## config.mk

```make
export PLATFORM = sky130hd
export DESIGN_NAME = opll_bus_write_sequencer
export DESIGN_NICKNAME = d
export VERILOG_FILES = /design/src/rtl/opll_bus_write_sequencer.sv
export SDC_FILE = /design/constraint.sdc
export NUM_CORES = 1
export LEC_CHECK = 0
export ABC_AREA = 1
export BUFFER_PORTS_ARGS = -buffer_cell sky130_fd_sc_hd__buf_2
export CAP_MARGIN = 20
export CELL_PAD_IN_SITES_DETAIL_PLACEMENT = 1
export CELL_PAD_IN_SITES_GLOBAL_PLACEMENT = 2
export CORE_UTILIZATION = 38
export DETAILED_ROUTE_END_ITERATION = 7
export PLACE_DENSITY_LB_ADDON = 0.1
export SLEW_MARGIN = 20
export SYNTH_ARGS = -nofsm -noshare
export SYNTH_HDL_FRONTEND = slang
export SYNTH_SLANG_ARGS = --single-unit
```

## constraint.sdc

```tcl
create_clock -name clk -period 3 [get_ports clk]
set_input_delay 0.45 -clock clk [delete_from_list [all_inputs] [get_ports clk]]
set_output_delay 0.45 -clock clk [all_outputs]
set_load 0.01 [all_outputs]
```

## src/rtl/opll_bus_write_sequencer.sv

```systemverilog
// opll_bus_write_sequencer
// Buffers {register, data} write requests in a small FIFO. Each request is
// replayed as a YM2413-style two-phase bus write: an address strobe (A0=0),
// then a data strobe (A0=1). After each strobe the chip's wait time is held
// off. The OPLL master clock equals clk, so the waits are counted in clk cycles.
//
// Ports:
//   clk, rst_n          clock, synchronous active-low reset
//   i_valid/o_ready     request handshake (o_ready = FIFO not full)
//   i_reg, i_data       OPLL register address and data
//   o_D, o_A0           registered bus data / address select
//   o_WR_n, o_CS_n      registered active-low write strobe / chip select
//   o_busy              sequencer active or FIFO non-empty
//   o_level             FIFO occupancy
module opll_bus_write_sequencer #(
  parameter int FIFO_DEPTH = 4,
  parameter int WR_PULSE   = 4,
  parameter int ADDR_WAIT  = 12,
  parameter int DATA_WAIT  = 84
) (
  input  logic                          clk,
  input  logic                          rst_n,
  input  logic                          i_valid,
  input  logic [7:0]                    i_reg,
  input  logic [7:0]                    i_data,
  output logic                          o_ready,
  output logic [7:0]                    o_D,
  output logic                          o_A0,
  output logic                          o_WR_n,
  output logic                          o_CS_n,
  output logic                          o_busy,
  output logic [$clog2(FIFO_DEPTH):0]   o_level
);

  localparam int PW = $clog2(FIFO_DEPTH);
  localparam int LW = PW + 1;
  localparam logic [LW-1:0] DEPTH_L  = LW'(FIFO_DEPTH);
  localparam logic [7:0]    PULSE_M1 = 8'(WR_PULSE - 1);
  localparam logic [7:0]    AW_M1    = 8'((ADDR_WAIT > 0) ? ADDR_WAIT - 1 : 0);
  localparam logic [7:0]    DW_M1    = 8'((DATA_WAIT > 0) ? DATA_WAIT - 1 : 0);

  typedef enum logic [2:0] {
    S_IDLE,
    S_ADDR_WR,
    S_ADDR_HOLD,
    S_DATA_WR,
    S_DATA_HOLD
  } state_t;

  // FIFO
  logic [15:0]   r_mem [FIFO_DEPTH];
  logic [PW-1:0] r_wptr, r_rptr;
  logic [LW-1:0] r_level;
  logic          w_push, w_pop, w_empty;

  // Sequencer
  state_t      r_state, w_state_nxt;
  logic [7:0]  r_cnt, w_cnt_nxt;
  logic [7:0]  r_cur_reg, r_cur_data;
  logic        r_busy;

  assign o_ready = (r_level != DEPTH_L);
  assign w_push  = i_valid && o_ready;
  assign w_empty = (r_level == '0);
  assign o_level = r_level;
  assign o_busy  = r_busy;

  always_ff @(posedge clk) begin
    if (w_push) r_mem[r_wptr] <= {i_reg, i_data};
  end

  // Pointers wrap naturally: FIFO_DEPTH is a power of two.
  always_ff @(posedge clk) begin
    if (!rst_n) begin
      r_wptr  <= '0;
      r_rptr  <= '0;
      r_level <= '0;
    end else begin
      if (w_push) r_wptr <= r_wptr + 1'b1;
      if (w_pop)  r_rptr <= r_rptr + 1'b1;
      case ({w_push, w_pop})
        2'b10:   r_level <= r_level + 1'b1;
        2'b01:   r_level <= r_level - 1'b1;
        default: r_level <= r_level;
      endcase
    end
  end

  // Counter holds (remaining cycles - 1) of the current phase; phase ends at 0.
  always_comb begin
    w_state_nxt = r_state;
    w_cnt_nxt   = r_cnt;
    w_pop       = 1'b0;
    case (r_state)
      S_IDLE: begin
        if (!w_empty) begin
          w_pop       = 1'b1;
          w_state_nxt = S_ADDR_WR;
          w_cnt_nxt   = PULSE_M1;
        end
      end
      S_ADDR_WR: begin
        if (r_cnt != 8'd0) begin
          w_cnt_nxt = r_cnt - 8'd1;
        end else if (ADDR_WAIT == 0) begin
          w_state_nxt = S_DATA_WR;
          w_cnt_nxt   = PULSE_M1;
        end else begin
          w_state_nxt = S_ADDR_HOLD;
          w_cnt_nxt   = AW_M1;
        end
      end
      S_ADDR_HOLD: begin
        if (r_cnt != 8'd0) begin
          w_cnt_nxt = r_cnt - 8'd1;
        end else begin
          w_state_nxt = S_DATA_WR;
          w_cnt_nxt   = PULSE_M1;
        end
      end
      S_DATA_WR: begin
        if (r_cnt != 8'd0) begin
          w_cnt_nxt = r_cnt - 8'd1;
        end else if (DATA_WAIT != 0) begin
          w_state_nxt = S_DATA_HOLD;
          w_cnt_nxt   = DW_M1;
        end else if (!w_empty) begin
          // No data wait: chain straight into the next request.
          w_pop       = 1'b1;
          w_state_nxt = S_ADDR_WR;
          w_cnt_nxt   = PULSE_M1;
        end else begin
          w_state_nxt = S_IDLE;
          w_cnt_nxt   = 8'd0;
        end
      end
      S_DATA_HOLD: begin
        if (r_cnt != 8'd0) begin
          w_cnt_nxt = r_cnt - 8'd1;
        end else if (!w_empty) begin
          w_pop       = 1'b1;
          w_state_nxt = S_ADDR_WR;
          w_cnt_nxt   = PULSE_M1;
        end else begin
          w_state_nxt = S_IDLE;
          w_cnt_nxt   = 8'd0;
        end
      end
      default: begin
        w_state_nxt = S_IDLE;
        w_cnt_nxt   = 8'd0;
      end
    endcase
  end

  always_ff @(posedge clk) begin
    if (!rst_n) begin
      r_state    <= S_IDLE;
      r_cnt      <= 8'd0;
      r_cur_reg  <= 8'h00;
      r_cur_data <= 8'h00;
    end else begin
      r_state <= w_state_nxt;
      r_cnt   <= w_cnt_nxt;
      if (w_pop) {r_cur_reg, r_cur_data} <= r_mem[r_rptr];
    end
  end

  // Bus outputs are registered from the current state, so they trail the
  // state by one cycle. o_busy is registered the same way so it drops only
  // once the final hold period has fully appeared on the bus.
  always_ff @(posedge clk) begin
    if (!rst_n) begin
      o_D    <= 8'h00;
      o_A0   <= 1'b0;
      o_WR_n <= 1'b1;
      o_CS_n <= 1'b1;
      r_busy <= 1'b0;
    end else begin
      r_busy <= (r_state != S_IDLE) || !w_empty;
      o_WR_n <= 1'b1;
      o_CS_n <= 1'b1;
      case (r_state)
        S_ADDR_WR: begin
          o_D    <= r_cur_reg;
          o_A0   <= 1'b0;
          o_WR_n <= 1'b0;
          o_CS_n <= 1'b0;
        end
        S_DATA_WR: begin
          o_D    <= r_cur_data;
          o_A0   <= 1'b1;
          o_WR_n <= 1'b0;
          o_CS_n <= 1'b0;
        end
        default: ;
      endcase
    end
  end

endmodule

```

---- Yosys cells after proc, flatten, opt, wreduce, memory -nomap -nowiden ----
Memory sizes are Yosys's and may differ from the RTL's. A register that Yosys moved wholly into a read port is not among the register bits.
Index checks and enable logic that the tools add are counted.
word-level totals
  logic and storage cells ................. 62
  memories kept ........................... 1
  input bits .............................. 19
  memory bits (writable) .................. 64
  register bits ........................... 29
  output and inout port bits .............. 16
cells by class
  reductions and logical operators ........ 12
  add/subtract/negate cells ............... 5
  equal/unequal tests ..................... 12
  mux-type cells .......................... 23
memory list
  name   words  bits a word  read ports  clocked after Yosys merged registers in  wr ports  RTL line  text
  r_mem  4      16           1           1                                        1         51        logic [15:0] r_mem [FIFO_DEPTH];
operators by type and width
  operator                                             count
  2-to-1 mux 8 bit                                     5
  case mux 8 bit (5 select lines)                      1
  case mux 8 bit (2 select lines)                      1
  2-to-1 mux 3 bit                                     5
  case mux 3 bit (5 select lines)                      1
  != test 2 bit, second input constant                 5
  nonzero test 8 bit                                   1
  subtractor 8 x 1 -> 8 bit, second input constant     1
  equality test 3 x 2 -> 1 bit, second input constant  2
  logical NOT 3 bit                                    2
  2-to-1 mux 1 bit                                     6
  case mux 3 bit (2 select lines)                      1
  AND reduction 5 bit                                  1
  adder 2 x 1 -> 2 bit, second input constant          2
  case mux 1 bit (2 select lines)                      2
  nonzero test 2 bit                                   2
  adder 3 x 1 -> 3 bit, second input constant          1
  equality test 3 x 1 -> 1 bit, second input constant  1
  equality test 3 bit, second input constant           1
  != test 3 bit, second input constant                 1
  nonzero test 3 bit                                   1
  subtractor 3 x 1 -> 3 bit, second input constant     1
  equality test 2 x 1 -> 1 bit, second input constant  1
  equality test 2 bit, second input constant           1
  other kinds (5)                                      6

---- Longest topological paths before layout ----
Gate-level depths: netlist of the first run.
  word-level depth ........................ 6
  depth in mapped cells ................... 14
  depth with buffers taken out ............ 13

---- Worst setup path after synthesis of the first run ----
Ideal clock, no wire load.
  path kind ............................... register -> register
  from .................................... register r_cnt[0]
  to ...................................... register r_level[2] (netlist: o_level[2])
  slack ................................... 0.820 ns
  period minus slack after synthesis ...... 2.180 ns
  setup time .............................. 0.122 ns
  arrival time ............................ 2.058 ns
  cell stages (with the launch flop) ...... 15
  cell sequence ........................... dfxtp_1 -> inv_1 -> ha_1 -> nand2_2 -> nor2_8 -> o21ai_4 -> inv_4 -> buf_4 -> ha_1 -> inv_1 -> fa_1 -> a21oi_1 -> o21ai_0 -> o21ai_0 -> a21oi_1
between the ends
  word-level cells in the longest chain between the ends .. 5
ends and longest elaborated chain
  what                                                                          RTL line  text
  start, declared                                                               58        logic [7:0] r_cnt, w_cnt_nxt;
  start signal, assigned                                                        164       r_cnt <= w_cnt_nxt;
  nonzero test 8 bit (*)                                                        122, 138
  2-to-1 mux 1 bit (*)                                                          138       if (r_cnt != 8'd0) begin
  case mux 1 bit (2 select lines) (*)                                           94        case (r_state)
  net w_pop                                                                     54        logic w_push, w_pop, w_empty;
  equality test 2 x 1 -> 1 bit / equality test 2 bit (equally long branches)    81        case ({w_push, w_pop})
  case mux 3 bit (2 select lines) / nonzero test 2 bit (equally long branches)  n/a
  end signal, assigned                                                          82        2'b10: r_level <= r_level + 1'b1;
  end signal, assigned                                                          83        2'b01: r_level <= r_level - 1'b1;
  end signal, assigned                                                          84        default: r_level <= r_level;
  end, declared                                                                 53        logic [LW-1:0] r_level;
Mark *: on every way through the listed nets, which the timed path passes. The rest lies on a longest branch.
A chain may end at the register's enable or synchronous reset.

---- Worst setup path in the final report of the first run ----
  from .................................... register r_cnt[0]
  to ...................................... register r_level[2] (netlist: o_level[2])
between the ends
  word-level cells in the longest chain between the ends .. 5
ends and longest elaborated chain
  what                                                                          RTL line
  nonzero test 8 bit (*)                                                        122, 138
  2-to-1 mux 1 bit (*)                                                          138
  case mux 1 bit (2 select lines) (*)                                           94
  equality test 2 x 1 -> 1 bit / equality test 2 bit (equally long branches)    81
  case mux 3 bit (2 select lines) / nonzero test 2 bit (equally long branches)  n/a
Every way passes the cells marked *; elsewhere a longest branch is shown, timed or not.

==> reports/results.tsv, run 1 <==
metric	value	unit
Main synth FF type	edfxtp_1	
largest net degree at the start of global routing	34	
fill count	1281	
Setup-failing EPs final	0	
hold path cells	1	
EDFF count, synth	64	
worst slew pin tran	0.780	ns
I/O Pins	35	
fin nets	520	
Gate Count Post-Synth	461	
synth-to-layout area growth	13.2	%
WHS	0.304	ns
CP Max Fanout	20	
synthesized flop and latch total	109	
Post-CTS Setup Bufs	0	
Slew Limit Fails	0	
Diodes inserted	0	
xor-xnor portion of the synthesized cell area	0.389	%
Via density	4.94	
post-synthesis mux area share	0	%
RSZ-0062 raised after global routing	false	
Synth warnings	0	
Slowest-stage cell, CP	fa_1	
P_leak	1.93	nW
Crit. End Element	flip-flop	
Synth cell types	33	
core area	0.0115	sq mm
CP delay by family, top	adder cells	
Top reg by flops	r_mem	
detailed placement HPWL	6950	microns
First-pass DRT Iterations	4	
Setup CP Type	reg -> reg	
# DRC	0	
first-pass GRT wire length	16400	microns
Synthesized Nets	488	
simple-gate portion of the synthesized area	15.6	%
CTS Sinks	109	
CTS Hold Bufs	0	
max-cap violations	0	
clock root buffer	clkbuf_16	
Arr. time, crit path	2.76	ns
crit start category	flip-flop	
die height	111	microns
CTS resizes	0	
layout cells sized above 1	14.3	%
Slowest Stage Delay on Critical Path	0.39	ns
normalized max-slew margin	47.9	%
Clock Tree Buf Depth	2	
number of global-route vias before repair	3268	
DR iter-0 viols	133	
antenna viol nets, final	0	
CP required	3.24	ns
H-tree depth	3	
power share of the sequential group	40.0	%
Hold Vio Cnt, Final	0	
aggregate global routing overflow	0	
cells on worst reg2reg path	13	
Num CTS Buffers	9	
final worst path period need	2.52	ns
Logic pwr share	37.0	%
ys async rst share	0	%
largest family of logic cells by synthesized area	simple AND/OR/NAND/NOR gates	
Achievable Freq	397	MHz
PortBufs	34	
Tot GR Track Use	17.6	%
net switching power	2.02	mW
synthesized cell area	0.00450	sq mm
clock skew	0.00501	ns
# rows	39	
Switching Share	39.7	%
TritonCTS clock tree	done	
DR vias	3165	
gpl congestion	0.749	
Mapped Avg Cell Area	9.77	sq um
PwrDens	997	mW/mm^2
Die ar.	0.0123	sq mm
Pint	3.06	mW
crit share post-route	84.0	%
initial antenna violation count	0	
status	complete, no violations	
number of flip-flops in the largest register	64	
clk_lat worst skew	0.35	ns
crit path cell chain	inv_1 > ha_1 > nand2_2 > nor2_8 > o21ai_4 > inv_4 > ha_1 > inv_1 > fa_1 > a21oi_1 > o21ai_0 > o21ai_0 > a21oi_1	
Initial Util	39.3	%
worst vdd ir	486	uV
Post-Synth Adder-Cell Area	2.39	%
type of the most critical hold path	in -> reg	
die width	111	microns
total wire length	9960	microns
Crit path buffers/inverters	3	
Fin Setup TNS	0	ns
Clock power frac	23.0	%
Avg WL per Cell	15.5	microns
post-synthesis sequential area ratio	62.7	%
clock slew at reported path FFs	0.08	ns
compound-cell area share of the yosys netlist	13.4	%
Worst path depth	13	
## metal layers
layer  track usage, %  vias to the layer above  wire [microns]
met1             21.7                     1505            4600
met2             30.0                       43            4940
met5                0                        -               0
met3             5.14                        6             337
li1                 -                     1611               -
met4             4.53                        0              85
## path summary, 6_finish.rpt
path | end | slack, ns | startpoint
hold reg to reg | r_cnt[1] | 0.47 | r_cnt[1]
hold / removal | r_mem[3][12] | 0.30 | i_reg[4]
setup reg to reg | o_level[2] | 0.48 | r_cnt[0]
setup / recovery | o_level[2] | 0.48 | r_cnt[0]
## power groups by stage
| stage | Clock [mW] | Combinational (mW) | Sequential [mW] |
|---|---|---|---|
| after floorplan | 0 | 1.43 | 2.04 |
| after global placement | 0 | 1.87 | 2.06 |
| after detailed placement | 0 | 1.92 | 2.07 |
| after CTS | 1.21 | 1.93 | 2.03 |
| after global routing | 1.26 | 2.17 | 2.07 |
| final | 1.17 | 1.88 | 2.03 |
## synth_stat cells (2+ instances only)
library cell  count  area share (%)
buf_4             2            0.33
nand2_2           2            0.28
nor2_2            2            0.28
inv_1            30             2.5
o21ai_0          73             8.1
o21ai_1          11             1.2
a21oi_1          20             2.2
nor2_1          103             8.6
xor2_1            2            0.39
a31oi_1           7            0.97
nand4_1           2            0.28
clkbuf_1          8            0.67
ha_1              7             1.9
buf_2            10             1.1
nand2_1          52             4.3
dfxtp_1          45              20
edfxtp_1         64              43
nand3_1           6            0.67
## metrics by stage
step | total power [mW] | cells | setup slack [ns] | util (%) | area (sq um)
after global placement | 3.93 | 625 | 0.592 | 41.9 | 4800
after global routing | 5.49 | 641 | 0.288 | 44.5 | 5100
after floorplan | 3.46 | 461 | 0.820 | - | 4500
final | 5.08 | 641 | 0.481 | 44.5 | 5100
after CTS | 5.17 | 641 | 0.459 | 44.5 | 5100
after detailed placement | 3.99 | 625 | 0.482 | 41.9 | 4800
## cells in the final DEF, fill, tap and decap left out, drive strengths merged
master	Yosys	layout
buf	14	43
clkinv	1	3
dfxtp	45	45
nor4	1	1
clkinvlp	0	1
a31oi	7	7
nor3	1	1
xor2	2	2
nand3	6	6
nor2	107	107
o21ai	86	86
o21bai	1	1
fa	1	1
edfxtp	64	64
ha	7	7
a21oi	21	21
clkbuf	8	9
inv	32	36
nand4	2	2
nand2	55	55
## final cells by class
cell class / instances / area [sq um] / area share [%]
clock buffer: 9 / 225 / 4.42
timing repair buffer: 43 / 238 / 4.66
clock inverter: 7 / 72.6 / 1.42
sequential: 109 / 2820 / 55.4
tap: 143 / 179 / 3.51
inverter: 33 / 126 / 2.48
multi-input combinational: 297 / 1430 / 28.1
## kinds of logic after synthesis
family | Yosys count
XOR/XNOR | 2
adder cells (fa/ha/maj) | 8
AND/OR/NAND/NOR | 172
flip-flops | 109
AO/OA/AOI/OAI | 115
buffers and inverters | 55
No activity file was read; power rests on OpenSTA's default activity.
==> inputs of run 2 (changes only) <==
==> constraint.sdc (replaced) <==
create_clock -name clk -period 2.4 [get_ports clk]
set_input_delay 0.36 -clock clk [delete_from_list [all_inputs] [get_ports clk]]
set_output_delay 0.36 -clock clk [all_outputs]
set_load 0.01 [all_outputs]
==> reports/results.tsv, run 2 (synthesis gave the netlist of run 1 again) <==
metric	value	unit	change
CTS Hold Bufs	0		unchanged
Post-CTS Setup Bufs	0		unchanged
CTS resizes	0		unchanged
# DRC	0		unchanged
worst slew pin tran	0.612	ns	-0.168 ns
worst reg-to-reg setup slack	0.24	ns	-0.24 ns
Tot GR Track Use	17.3	%	-0.27 points
type of the most critical hold path	in -> reg		
clock root buffer	clkbuf_16		
Achievable Freq	463	MHz	+17%
crit path cell chain	inv_1 > ha_1 > nand2_2 > nor2_8 > o21ai_4 > inv_4 > ha_1 > inv_1 > fa_1 > a21oi_1 > o21ai_0 > o21ai_0 > a21oi_1		
core area	0.0115	sq mm	unchanged
initial antenna violation count	0		unchanged
crit start category	flip-flop		
Via density	4.89		-0.90%
Slowest Stage Delay on Critical Path	0.38	ns	about the same
CP Max Fanout	6		-70%
Die ar.	0.0123	sq mm	unchanged
worst vdd ir	699	uV	+44%
RSZ-0062 raised after global routing	false		
layout cells sized above 1	14.9	%	+0.68 points
Arr. time, crit path	2.40	ns	-0.36 ns
worst flop-to-flop path startpoint	r_cnt[0]		
Clock Tree Buf Depth	2		unchanged
number of flip-flops in the largest register	64		unchanged
H-tree depth	3		unchanged
clock skew	0.00718	ns	+0.00218 ns
DR vias	3156		-0.28%
max-cap violations	0		unchanged
largest net degree at the start of global routing	35		+2.9%
clk_lat worst skew	0.35	ns	about the same
antenna viol nets, final	0		unchanged
commonest non-fill, non-tap cell in the layout	nor2_1		
Slowest-stage cell, CP	fa_1		
Num CTS Buffers	9		unchanged
die height	111	microns	unchanged
Setup-failing EPs final	0		unchanged
cells on worst reg2reg path	13		unchanged
most frequent cells in the layout	103 x nor2_1, 73 x o21ai_0, 64 x edfxtp_1, 52 x nand2_1, 45 x dfxtp_1		
Slew Limit Fails	0		unchanged
Diodes inserted	0		unchanged
fin nets	524		+0.77%
final worst path period need	2.16	ns	-0.360 ns
I/O Pins	35		unchanged
pre-CTS WS	0.219	ns	-0.263 ns
Crit. End Element	flip-flop		
Initial Util	39.3	%	unchanged
CTS Sinks	109		unchanged
status	complete, no violations		
FF-to-FF End	o_level[2]		
First-pass DRT Iterations	4		unchanged
# rows	39		unchanged
CP required	2.64	ns	-0.60 ns
Setup CP Type	reg -> reg		
synth-to-layout area growth	14.8	%	
number of global-route vias before repair	3164		-3.2%
die width	111	microns	unchanged
normalized max-slew margin	58.9	%	+11 points
Hold Vio Cnt, Final	0		unchanged
crit share post-route	90.0	%	+6.0 points
first-pass GRT wire length	16200	microns	-1.6%
gpl congestion	0.762		+1.7%
fill count	1290		+0.70%
detailed placement HPWL	6650	microns	-4.2%
setup slack after layout	0.241	ns	-0.240 ns
Top reg by flops	r_mem		
Avg WL per Cell	15.5	microns	about the same
critical path startpoint	r_cnt[0]		
Fin Setup TNS	0	ns	unchanged
TritonCTS clock tree	done		
WHS	0.220	ns	-0.0845 ns
PwrDens	1270	mW/mm^2	+28%
aggregate global routing overflow	0		unchanged
clock slew at reported path FFs	0.07	ns	about the same
PortBufs	34		unchanged
total wire length	10000	microns	+0.61%
P_leak	1.97	nW	+2.2%
DR iter-0 viols	135		+1.5%
end of the critical path	o_level[2]		
run 2: cell count changes in the layout (fill, tap and decap cells not counted):
cell        previous run  this run
buf_4                  9        13
clkinvlp_4             1         0
inv_8                  2         1
bufinv_16              0         2
run 2: area by class of cell:
type                    count  area (sq um)  area share [%]
clock buffers               9           225            4.36
clock inverters             7           114            2.20
inverters                  33           126            2.44
multi-input cells         297          1430            27.7
flip-flops and latches    109          2820            54.6
well taps                 143           179            3.46
repair buffers             47           268            5.18
run 2: routing by layer:
layer,track usage (%),vias to the layer above,routed length [microns]
li1,-,1620,-
met1,21.0,1494,4790
met2,30.1,33,4860
met3,4.81,9,290
met4,4.53,0,82
met5,0,-,0
run 2: through the flow:
step | cell area [sq um] | std cells | util (%) | power (mW)
final | 5170 | 645 | 45.1 | 6.59
after global routing | 5170 | 645 | 45.1 | 7.10
after CTS | 5170 | 645 | 45.1 | 6.70
after detailed placement | 4830 | 629 | 42.1 | 5.04
after global placement | 4830 | 629 | 42.1 | 4.98
after floorplan | 4500 | 461 | - | 4.33
run 2: worst min path at each step:
stage          startpoint            to  slack, ns  cells after the start
6_report         i_reg[5]  r_mem[1][13]       0.22                      1
5_1_grt          i_reg[5]  r_mem[3][13]       0.20                      1
4_1_cts          i_reg[5]  r_mem[1][13]       0.20                      1
3_5_place_dp     r_cnt[1]      r_cnt[1]       0.46                      2
3_3_place_gp     r_cnt[1]      r_cnt[1]       0.45                      2
2_1_floorplan    r_cnt[1]      r_cnt[1]       0.44                      2
run 2: critical path: cells and delay by family (launching register included):
family	cells	cell delay, ns
flip-flops	1	0.33
AO/OA/AOI/OAI	5	0.55
AND/OR/NAND/NOR	2	0.29
adder cells (fa/ha/maj)	3	0.67
buffers and inverters	3	0.22
run 2: where the power goes:
part / switching [mW] / leakage, nW / internal, mW
Combinational: 1.65 / 0.845 / 0.793
Clock: 0.701 / 0.165 / 0.940
Sequential: 0.167 / 0.957 / 2.34
